[src/rtl/alu_pkg.sv]
// Shared types for the ALU-sharing arbiter: ALU opcodes and arbiter FSM states.
package alu_pkg;

    typedef enum logic [2:0] {
        ADD = 3'd0,
        SUB = 3'd1,
        AND = 3'd2,
        OR  = 3'd3,
        SLT = 3'd5
    } alu_op_e;

    typedef enum logic [1:0] {
        IDLE = 2'd0,
        EXEC = 2'd1,
        RESP = 2'd2
    } arb_state_e;

endpackage

[src/rtl/alu_share_arbiter_alu.sv]
// Combinational ALU shared by both requesters; unlisted codes fall back to ADD.
module alu_share_arbiter_alu
    import alu_pkg::*;
#(
    parameter int DATA_WIDTH = 32
) (
    input  logic [DATA_WIDTH-1:0] ALUop1,
    input  logic [DATA_WIDTH-1:0] ALUop2,
    input  logic [2:0]            ALUctrl,
    output logic [DATA_WIDTH-1:0] ALUOut,
    output logic                  eq
);

    always_comb begin
        ALUOut = ALUop1 + ALUop2;
        case (alu_op_e'(ALUctrl))
            SUB:     ALUOut = ALUop1 - ALUop2;
            AND:     ALUOut = ALUop1 & ALUop2;
            OR:      ALUOut = ALUop1 | ALUop2;
            SLT:     ALUOut = {{(DATA_WIDTH-1){1'b0}}, (ALUop1 < ALUop2)};
            default: ALUOut = ALUop1 + ALUop2;
        endcase
    end

    assign eq = (ALUop1 == ALUop2);

endmodule

[src/rtl/alu_share_arbiter.sv]
// Round-robin arbiter sharing one ALU between two requesters with registered
// operands and result. state | meaning: IDLE accept | EXEC compute | RESP hold.
module alu_share_arbiter
    import alu_pkg::*;
#(
    parameter int DATA_WIDTH = 32
) (
    input  logic                    clk,
    input  logic                    rst,
    input  logic [1:0]              req_valid,
    output logic [1:0]              req_ready,
    input  logic [2*DATA_WIDTH-1:0] req_op1,
    input  logic [2*DATA_WIDTH-1:0] req_op2,
    input  logic [5:0]              req_ctrl,
    output logic [1:0]              rsp_valid,
    input  logic [1:0]              rsp_ready,
    output logic [DATA_WIDTH-1:0]   rsp_result,
    output logic                    rsp_eq,
    output logic                    busy
);

    arb_state_e            state_q;
    logic                  last_grant_q;
    logic                  grant_q;
    logic [DATA_WIDTH-1:0] op1_q;
    logic [DATA_WIDTH-1:0] op2_q;
    logic [2:0]            ctrl_q;
    logic [DATA_WIDTH-1:0] result_q;
    logic                  eq_q;
    logic [1:0]            rsp_valid_q;

    logic                  gnt_d;
    logic                  accept_d;
    logic [DATA_WIDTH-1:0] alu_out;
    logic                  alu_eq;

    // On a tie the requester not served last wins, so grants alternate.
    always_comb begin
        case (req_valid)
            2'b01:   gnt_d = 1'b0;
            2'b10:   gnt_d = 1'b1;
            2'b11:   gnt_d = ~last_grant_q;
            default: gnt_d = 1'b0;
        endcase
        accept_d  = (state_q == IDLE) && (req_valid != 2'b00);
        req_ready = 2'b00;
        if (accept_d) begin
            req_ready[gnt_d] = 1'b1;
        end
    end

    alu_share_arbiter_alu #(
        .DATA_WIDTH(DATA_WIDTH)
    ) u_alu (
        .ALUop1 (op1_q),
        .ALUop2 (op2_q),
        .ALUctrl(ctrl_q),
        .ALUOut (alu_out),
        .eq     (alu_eq)
    );

    always_ff @(posedge clk or posedge rst) begin
        if (rst) begin
            state_q      <= IDLE;
            last_grant_q <= 1'b1;
            grant_q      <= 1'b0;
            op1_q        <= '0;
            op2_q        <= '0;
            ctrl_q       <= '0;
            result_q     <= '0;
            eq_q         <= 1'b0;
            rsp_valid_q  <= 2'b00;
        end else begin
            case (state_q)
                IDLE: begin
                    if (accept_d) begin
                        grant_q <= gnt_d;
                        op1_q   <= gnt_d ? req_op1[2*DATA_WIDTH-1:DATA_WIDTH]
                                         : req_op1[DATA_WIDTH-1:0];
                        op2_q   <= gnt_d ? req_op2[2*DATA_WIDTH-1:DATA_WIDTH]
                                         : req_op2[DATA_WIDTH-1:0];
                        ctrl_q  <= gnt_d ? req_ctrl[5:3] : req_ctrl[2:0];
                        state_q <= EXEC;
                    end
                end
                EXEC: begin
                    result_q    <= alu_out;
                    eq_q        <= alu_eq;
                    rsp_valid_q <= grant_q ? 2'b10 : 2'b01;
                    state_q     <= RESP;
                end
                RESP: begin
                    if (rsp_ready[grant_q]) begin
                        last_grant_q <= grant_q;
                        rsp_valid_q  <= 2'b00;
                        state_q      <= IDLE;
                    end
                end
                default: state_q <= IDLE;
            endcase
        end
    end

    assign rsp_valid  = rsp_valid_q;
    assign rsp_result = result_q;
    assign rsp_eq     = eq_q;
    assign busy       = (state_q != IDLE);

endmodule

[config.mk]
export PLATFORM = sky130hd
export DESIGN_NAME = alu_share_arbiter
export DESIGN_NICKNAME = d
export VERILOG_FILES = /design/src/rtl/alu_pkg.sv /design/src/rtl/alu_share_arbiter_alu.sv /design/src/rtl/alu_share_arbiter.sv
export SDC_FILE = /design/constraint.sdc
export NUM_CORES = 1
export LEC_CHECK = 0
export ABC_AREA = 1
export CAP_MARGIN = 20
export CORE_UTILIZATION = 25
export DETAILED_ROUTE_END_ITERATION = 8
export PLACE_DENSITY = 0.47
export SLEW_MARGIN = 10
export SYNTH_ARGS = -nofsm -noshare
export SYNTH_HDL_FRONTEND = slang
export SYNTH_HIERARCHICAL = 1
export SYNTH_SLANG_ARGS = --single-unit
export TNS_END_PERCENT = 10
[constraint.sdc]
create_clock -name clk -period 4.85 [get_ports clk]
set_clock_uncertainty 0.15 [all_clocks]
set_input_delay 0.7275 -clock clk [delete_from_list [all_inputs] [get_ports clk]]
set_output_delay 0.7275 -clock clk [all_outputs]
set_load 0.02 [all_outputs]
==> impl_metrics.env, run 1 <==
export IMPL_finalNetCount=2319
export IMPL_ios=178
export IMPL_final_cell_mix="863 x nand2_1, 302 x inv_1, 195 x nand3_1"
export IMPL_crit_buf_inv=3
export IMPL_ys_flop_type="dfrtp_1"
export IMPL_cts_resized=0
export IMPL_cp_start_kind="input port"
export IMPL_fin_setup_tns_ns=0
export IMPL_n_antenna_cell=0
export IMPL_avgSynthCellArea_um2=5.75
export IMPL_drv_slew=0
export IMPL_rsz0062_at_grt="false"
export IMPL_track_usage_pct=19.4
export IMPL_async_reset_ff_share_pct=100
export IMPL_required_ns=3.97
export IMPL_syn_area_mm2=0.0113
export IMPL_peakVddDrop_mv=0.220
export IMPL_synth_edf_count=0
export IMPL_synth_distinct_cells=40
export IMPL_rows=77
export IMPL_setup_viol=0
export IMPL_gp_congestion=0.973
export IMPL_cp_arrival_ns=2.23
export IMPL_vias=12100
export IMPL_synth_fp_nets=2198
export IMPL_seq_area_frac_synth_pct=23.6
export IMPL_critical_path_class="input port to output pin"
export IMPL_p_per_area_mw_per_mm2=755
export IMPL_relSlewSlack_pct=29.5
export IMPL_syn_to_final_growth_pct=22.4
export IMPL_period_share_pct=64.0
export IMPL_power_leakage_nw=7.71
export IMPL_cts_htree_levels=3
export IMPL_first_iter_violations=1000
export IMPL_post_cts_buffers=0
export IMPL_cp_max_fo=2
export IMPL_tightest_slew_ns=1.06
export IMPL_fin_cells=2677
export IMPL_grt_pass1_vias=11700
export IMPL_outcome="complete, no violations"
export IMPL_grt_pass1_wl_um=68700
export IMPL_avgRoutedWirePerCell_um=16.6
export IMPL_hp_class="flip-flop to flip-flop"
export IMPL_cts_tree="yes"
export IMPL_endpoint_kind="output pin"
export IMPL_detailed_place_hpwl_um=35700
export IMPL_overflow=0
export IMPL_cp_cell_sequence="clkdlybuf4s50_1 > nand2_2 > nand2_2 > inv_1 > nor2_1 > clkdlybuf4s50_1"
export IMPL_dr_pass1_iters=5
export IMPL_drcViolationCount=0
export IMPL_dpl_cell_count=2660
export IMPL_final_common_cell="nand2_1"
export IMPL_initial_core_util_pct=25.4
export IMPL_core_area_mm2=0.0443
export IMPL_ys_warn_count=6
export IMPL_reg2reg_slack_ns=1.97
export IMPL_die_h_um=214
export IMPL_wl_um=44400
export IMPL_port_buffer_count=177
export IMPL_drt_antenna_violating_nets=0
export IMPL_cts_hold_buf=0
export IMPL_cp_slowest_stage_delay_ns=0.63
export IMPL_drt_vias_per_instance=4.53
export IMPL_clockBufferDepth=2
export IMPL_ys_ff_latch=106
export IMPL_antenna_found_initial=0
export IMPL_cts_root_buf="clkbuf_16"
export IMPL_fmax_ghz=0.322
export IMPL_cp_slowest_cell="clkdlybuf4s50_1"
export IMPL_grt_max_degree=68
export IMPL_max_cap_viol_count=0
export IMPL_hold_violations=0
export IMPL_die_area_mm2=0.0459
export IMPL_syn_inst=1959
export IMPL_die_w_um=214
export IMPL_path_delay_family="buffers and inverters"
export IMPL_cts_clk_slew_worst_paths_ns=0.08
export IMPL_layout_drive_gt1_share_pct=2.78
export IMPL_insertion_delay_ns=0.39
export IMPL_fin_crit_ns=3.10
export IMPL_cts_made_buffers=9
export IMPL_cts_sinks=106
## layout make-up
cell class | count | area (µm²)
sequential | 106 | 2650
timing repair buffer | 190 | 1880
inverter | 307 | 1150
clock inverter | 7 | 85.1
fill | 5128 | 30500
tap | 592 | 741
clock buffer | 9 | 225
multi-input combinational | 1466 | 7050
## routing by layer
| metal | up-vias | part of all wire, % | global-route usage [%] |
|---|---|---|---|
| met2 | 338 | 41 | 29.1 |
| met4 | 0 | 2.7 | 6.26 |
| li1 | 6217 | - | - |
| met3 | 49 | 4.7 | 1.99 |
| met1 | 5517 | 51 | 28.8 |
| met5 | - | 0 | 0 |
## worst min-delay path, cell delays in order, from the launching register on
cell and delay [ns]:
dfrtp_1 0.35, nand2_1 0.05, nand2_1 0.05
## per-stage QoR
stage                     power [mW]  setup WS, ns  hold slack (ns)  area [µm²]  util, %
after floorplan                 6.94          1.19            0.299       11300        -
after global placement          9.42          1.79            0.314       13500     30.4
after detailed placement        9.45          1.74            0.318       13500     30.4
after CTS                       10.3          1.74            0.337       13800     31.1
after global routing            11.5          1.67            0.361       13800     31.1
final                           10.4          1.75            0.333       13800     31.1
## report_power, final
group,switching (mW),internal (mW)
clock network,0.417,0.414
logic,5.41,2.45
registers,0.424,1.30
total,6.25,4.16
## synth_stat cells, types with 3 or more instances
library cell	count	area share, %
o21bai_1	7	0.47
inv_1	303	10
nand4_1	16	0.89
ha_1	97	11
nand3_1	195	8.7
nor3_2	3	0.27
o2111ai_1	9	0.70
dfrtp_1	105	23
nor3_1	10	0.44
buf_2	45	2.0
nand2_1	865	29
xor2_1	8	0.62
o21ai_0	25	1.1
a21oi_1	72	3.2
nand2_2	6	0.33
inv_2	3	0.10
clkbuf_1	18	0.60
nor2_1	130	4.3
buf_4	8	0.53
buf_1	4	0.13
nor2_2	4	0.22
nand3_2	4	0.36
## cells by family (layout without fill, tap and decap cells)
group | count (synthesis) | count (layout) | share of synthesized area (%)
buffers and inverters | 387 | 513 | 13.9
and+or+nand+nor | 1237 | 1237 | 44.6
xor gates and xnor gates | 8 | 8 | 0.622
AOI/OAI and AO/OA | 122 | 122 | 6.15
DFF | 106 | 106 | 23.6
adders and majority gates | 99 | 99 | 11.1
## final timing paths
check,from,cells past startpoint,end
worst max-delay path,req_valid[0],6,req_ready[0]
worst min-delay path,rsp_result[3],2,rsp_result[3]
worst max register to register,op2_q[0],15,rsp_result[28]
worst min register to register,rsp_result[3],2,rsp_result[3]
max in group asynchronous,rst,3,op2_q[26]
min in group asynchronous,rst,2,op1_q[0]
## sequential cells by signal, indices dropped and copies added (netlist names)
register      count
rsp_valid         2
op1_q            32
rsp_eq            1
grant_q           1
op2_q            32
state_q           2
ctrl_q            3
rsp_result       32
last_grant_q      1
Note: power is estimated with default switching activity, not from simulation.
==> inputs of run 2 (changes only) <==
PLACE_DENSITY = 0.49   (was 0.47)
clock period = 2.51 ns   (was 4.85 ns; I/O delays follow)
==> run 2 against run 1 <==
Worst hold slack worse by 0.070 ns; power grew 140%; die area stayed put; via count increased by 7.6%; setup slack worse by 1.6 ns; global-route usage rose by 1.3 points; critical path depth is the same; combinational power increased to 2.6 times the previous value; first-iteration DRC count fell by 19%; register-to-register slack worse by 1.9 ns; routed wire length up 7.6%; final cell count increased by 8.5%; critical path type unchanged; largest cell class unchanged; highest routed layer unchanged.
==> impl_metrics.env, run 2 (same netlist as run 1, synthesis figures left out) <==
export IMPL_outcome="complete, no violations"
export IMPL_detailed_place_hpwl_um=39100
export IMPL_cts_made_buffers=9
export IMPL_drv_slew=0
export IMPL_hold_violations=0
export IMPL_cp_start_kind="input port"
export IMPL_dr_pass1_iters=5
export IMPL_wl_um=47800
export IMPL_dpl_cell_count=2885
export IMPL_cts_root_buf="clkbuf_16"
export IMPL_cp_endpoint="req_ready[0]"
export IMPL_die_area_mm2=0.0459
export IMPL_pre_cts_slack_ns=-0.151
export IMPL_p_per_area_mw_per_mm2=1560
export IMPL_die_w_um=214
export IMPL_die_h_um=214
export IMPL_relSlewSlack_pct=54.1
export IMPL_vias=13000
export IMPL_max_cap_viol_count=0
export IMPL_gp_congestion=0.997
export IMPL_cts_htree_levels=3
export IMPL_core_area_mm2=0.0443
export IMPL_period_share_pct=95.5
export IMPL_critical_path_class="input port to output pin"
export IMPL_design_area_mm2=0.0160
export IMPL_grt_pass1_wl_um=72900
export IMPL_power_leakage_nw=8.88
export IMPL_layout_drive_gt1_share_pct=16.4
export IMPL_fmax_ghz=0.417
export IMPL_drcViolationCount=0
export IMPL_endpoint_kind="output pin"
export IMPL_drt_vias_per_instance=4.49
export IMPL_r2r_start="op1_q[3]"
export IMPL_fin_cells=2904
export IMPL_antenna_found_initial=0
export IMPL_fin_setup_tns_ns=0
export IMPL_setup_viol=0
export IMPL_first_iter_violations=806
export IMPL_setup_ws_ns=0.114
export IMPL_rsz0062_at_grt="true"
export IMPL_rows=77
export IMPL_final_common_cell="nand2_1"
export IMPL_reg2reg_slack_ns=0.12
export IMPL_r2r_end="rsp_result[13]"
export IMPL_ios=178
export IMPL_insertion_delay_ns=0.39
export IMPL_hp_class="input port to async pin"
export IMPL_cp_arrival_ns=1.87
export IMPL_cts_sinks=106
export IMPL_required_ns=1.98
export IMPL_port_buffer_count=177
export IMPL_peakVddDrop_mv=0.508
export IMPL_cp_max_fo=2
export IMPL_grt_max_degree=68
export IMPL_final_cell_mix="852 x nand2_1, 290 x inv_1, 231 x buf_4"
export IMPL_syn_to_final_growth_pct=42.3
export IMPL_initial_core_util_pct=25.4
export IMPL_fin_crit_ns=2.40
export IMPL_rr_worst_depth=14
export IMPL_overflow=0
export IMPL_track_usage_pct=20.7
export IMPL_crit_path_start="req_valid[0]"
export IMPL_place_area_mm2=0.0153
export IMPL_cts_tree="yes"
export IMPL_n_antenna_cell=0
export IMPL_drt_antenna_violating_nets=0
export IMPL_tightest_slew_ns=0.689
export IMPL_clockBufferDepth=2
export IMPL_grt_pass1_vias=12400
export IMPL_cts_clk_slew_worst_paths_ns=0.08
export IMPL_finalNetCount=2546
export IMPL_avgRoutedWirePerCell_um=16.5
[run 2: cell count changes in the layout (fill, tap and decap cells not counted), moves of 9 or more]
cell	change
buf_4	+219
nor2_1	-28
ha_1	-24
nor2_2	+21
ha_4	+18
inv_1	-12
inv_2	+11
nand2_1	-11
nand2_2	+11
a21oi_1	-9
buf_12	+9
[run 2: worst max-delay path, cell delays in order]
cell	delay (ns)
clkdlybuf4s50_1	0.55
nand2_2	0.08
nand2_2	0.10
inv_1	0.06
nor2_1	0.10
clkdlybuf4s50_1	0.61
[run 2: worst min-delay path by stage]
stage | cells past startpoint | startpoint | end
floorplan | 2 | ctrl_q[2] | ctrl_q[2]
global placement | 2 | rsp_result[0] | rsp_result[0]
detailed placement | 2 | rsp_result[3] | rsp_result[3]
CTS | 2 | rst | op1_q[3]
global route | 2 | rst | op1_q[3]
finish | 2 | rst | op1_q[3]
[run 2: layout make-up]
type	count	area, µm²
repair buffers	417	3680
flip-flops and latches	106	2650
multi-input cells	1466	7520
clock buffers	11	243
inverters	307	1160
fillers	4995	28300
well taps	592	741
clock inverters	5	36.3
[run 2: layer usage]
| metal | vias to the layer above | track usage, % | routed length (µm) |
|---|---|---|---|
| li1 | 6668 | - | - |
| met1 | 5966 | 31.8 | 24900 |
| met5 | - | 0 | 0 |
| met3 | 38 | 2.30 | 2510 |
| met2 | 366 | 30.3 | 19700 |
| met4 | 0 | 4.90 | 716 |
[run 2: repair_timing]
action	in CTS	in global routing
resized for setup	12	111
setup buffers	0	3
hold buffers	0	0
setup endpoints to repair	9	27
pin swaps	0	4
[run 2: through the flow]
stage / hold WS [ns] / util (%) / total power [mW]
finish: 0.263 / 36.2 / 25.0
global route: 0.297 / 36.2 / 27.2
CTS: 0.257 / 35.1 / 23.7
detailed placement: 0.319 / 34.4 / 22.0
global placement: 0.313 / 34.4 / 22.1
floorplan: 0.299 / - / 13.4
[run 2: where the power goes]
part           internal, mW  switching, mW
clock                 0.710          0.775
combinational          8.25           12.2
sequential             2.52          0.528
total                  11.5           13.5
==> inputs of run 3 (changes only) <==
TNS_END_PERCENT = 5   (was 10)
==> run 3 against run 2 <==
Combinational power barely moved; fmax fell by 0.70%; sequential power about the same; critical path depth rose by 6; register-to-register slack worse by 0.02 ns; die area unchanged; core utilization is 0.15 points lower; via count barely moved; clock-buffer cell count unchanged; global-route usage unchanged; first-iteration DRC count is 13% higher; critical path type is now flip-flop to flip-flop; critical endpoint is now rsp_result[25]; highest routed layer unchanged.
==> impl_metrics.env, run 3 (same netlist as run 1, synthesis figures left out) <==
export IMPL_drt_vias_per_instance=4.49
export IMPL_insertion_delay_ns=0.39
export IMPL_fin_crit_ns=2.41
export IMPL_power_leakage_nw=8.87
export IMPL_crit_path_start="op1_q[20]"
export IMPL_cp_start_kind="flip-flop"
export IMPL_grt_pass1_wl_um=72900
export IMPL_relSlewSlack_pct=54.2
export IMPL_highest_layer="met4"
export IMPL_detailed_place_hpwl_um=39100
export IMPL_first_iter_violations=911
export IMPL_layout_drive_gt1_share_pct=16.3
export IMPL_outcome="complete, no violations"
export IMPL_fin_cells=2904
export IMPL_peakVddDrop_mv=0.506
export IMPL_finalNetCount=2546
export IMPL_p_per_area_mw_per_mm2=1550
export IMPL_cp_arrival_ns=2.54
export IMPL_cts_sinks=106
export IMPL_wl_met2_um=19700
export IMPL_setup_ws_ns=0.0972
export IMPL_hp_class="input port to async pin"
export IMPL_drt_antenna_violating_nets=0
export IMPL_clockBufferDepth=2
export IMPL_rr_worst_depth=12
export IMPL_die_area_mm2=0.0459
export IMPL_cts_hold_buf=0
export IMPL_dpl_cell_count=2885
export IMPL_syn_to_final_growth_pct=41.8
export IMPL_cts_htree_levels=3
export IMPL_port_buffer_count=177
export IMPL_fill_cells=5001
export IMPL_drv_slew=0
export IMPL_drcViolationCount=0
export IMPL_ios=178
export IMPL_required_ns=2.64
export IMPL_r2r_start="op1_q[20]"
export IMPL_p_total_mw=24.8
export IMPL_die_h_um=214
export IMPL_fmax_ghz=0.414
export IMPL_dr_pass1_iters=5
export IMPL_antenna_found_initial=0
export IMPL_period_share_pct=96.1
export IMPL_max_cap_viol_count=0
export IMPL_core_area_mm2=0.0443
export IMPL_hold_violations=0
export IMPL_tightest_slew_ns=0.686
export IMPL_n_antenna_cell=0
export IMPL_cts_root_buf="clkbuf_16"
export IMPL_pre_cts_slack_ns=-0.151
export IMPL_endpoint_kind="flip-flop"
export IMPL_setup_viol=0
export IMPL_die_w_um=214
export IMPL_cts_clk_slew_worst_paths_ns=0.08
export IMPL_met1Wirelength_um=25100
export IMPL_critical_path_class="flip-flop to flip-flop"
export IMPL_vias=13000
export IMPL_r2r_end="rsp_result[25]"
export IMPL_cp_max_fo=4
export IMPL_initial_core_util_pct=25.4
export IMPL_timing_hold_ws_ns=0.261
export IMPL_final_cell_mix="853 x nand2_1, 290 x inv_1, 231 x buf_4"
export IMPL_rows=77
export IMPL_grt_max_degree=68
export IMPL_final_core_util_pct=36.0
export IMPL_track_usage_pct=20.7
export IMPL_wl_met3_um=2340
export IMPL_cts_made_buffers=9
export IMPL_rsz0062_at_grt="true"
export IMPL_cp_endpoint="rsp_result[25]"
export IMPL_cts_tree="yes"
export IMPL_avgRoutedWirePerCell_um=16.5
export IMPL_grt_pass1_vias=12400
export IMPL_final_common_cell="nand2_1"
export IMPL_reg2reg_slack_ns=0.1
export IMPL_wl_um=47800
export IMPL_overflow=0
export IMPL_gp_congestion=0.997
-- run 3: cell counts in the layout (fill, tap and decap cells not counted) --
No cell type changed its count.
-- run 3: final cells by class --
type | instances | area, µm² | share of cell area, %
Multi-Input combinational cell | 1466 | 7450 | 46.7
Timing Repair Buffer | 417 | 3680 | 23.1
Sequential cell | 106 | 2650 | 16.6
Inverter | 307 | 1160 | 7.26
Tap cell | 592 | 741 | 4.64
Clock buffer | 11 | 243 | 1.52
Clock inverter | 5 | 36.3 | 0.227
-- run 3: what timing repair did --
item,4_1_cts,5_1_grt
setup buffers,0,3
endpoints found under the setup margin,9,27
pin swaps,0,4
gates resized for setup,12,100
-- run 3: per-layer routing --
metal	vias up	track usage [%]
li1	6671	-
met1	5969	31.8
met2	359	30.3
met3	36	2.30
met4	0	4.90
met5	-	0
-- run 3: metrics by stage --
step	area, µm²	setup TNS, ns
2_1_floorplan	11300	0
6_report	16000	0
5_1_grt	16000	-0.297
3_3_place_gp	15300	-0.363
4_1_cts	15600	-0.0403
3_5_place_dp	15300	-0.444
-- run 3: report_power, final --
| part | leakage, nW | internal (mW) | switching [mW] |
|---|---|---|---|
| sequential | 1.33 | 2.52 | 0.530 |
| combinational | 7.40 | 8.15 | 12.1 |
| clock | 0.141 | 0.710 | 0.782 |
| total | 8.87 | 11.4 | 13.5 |
-- run 3: worst min-delay path by stage --
stage	slack, ns	startpoint	to
5_1_grt	0.30	rst	op1_q[3]
4_1_cts	0.26	rst	op1_q[3]
3_3_place_gp	0.31	rsp_result[0]	rsp_result[0]
2_1_floorplan	0.30	ctrl_q[2]	ctrl_q[2]
6_report	0.26	rst	op1_q[4]
3_5_place_dp	0.32	rsp_result[3]	rsp_result[3]
-- run 3: critical path, stage by stage, from the launching register on --
cell	delay [ns]
dfrtp_1	0.40
inv_1	0.06
ha_2	0.37
buf_4	0.15
o21ai_0	0.13
a21oi_1	0.25
nor2_1	0.07
nor2_1	0.26
nand4_1	0.13
nand3_1	0.10
nand3_1	0.07
nand2_1	0.09
nand2_1	0.06
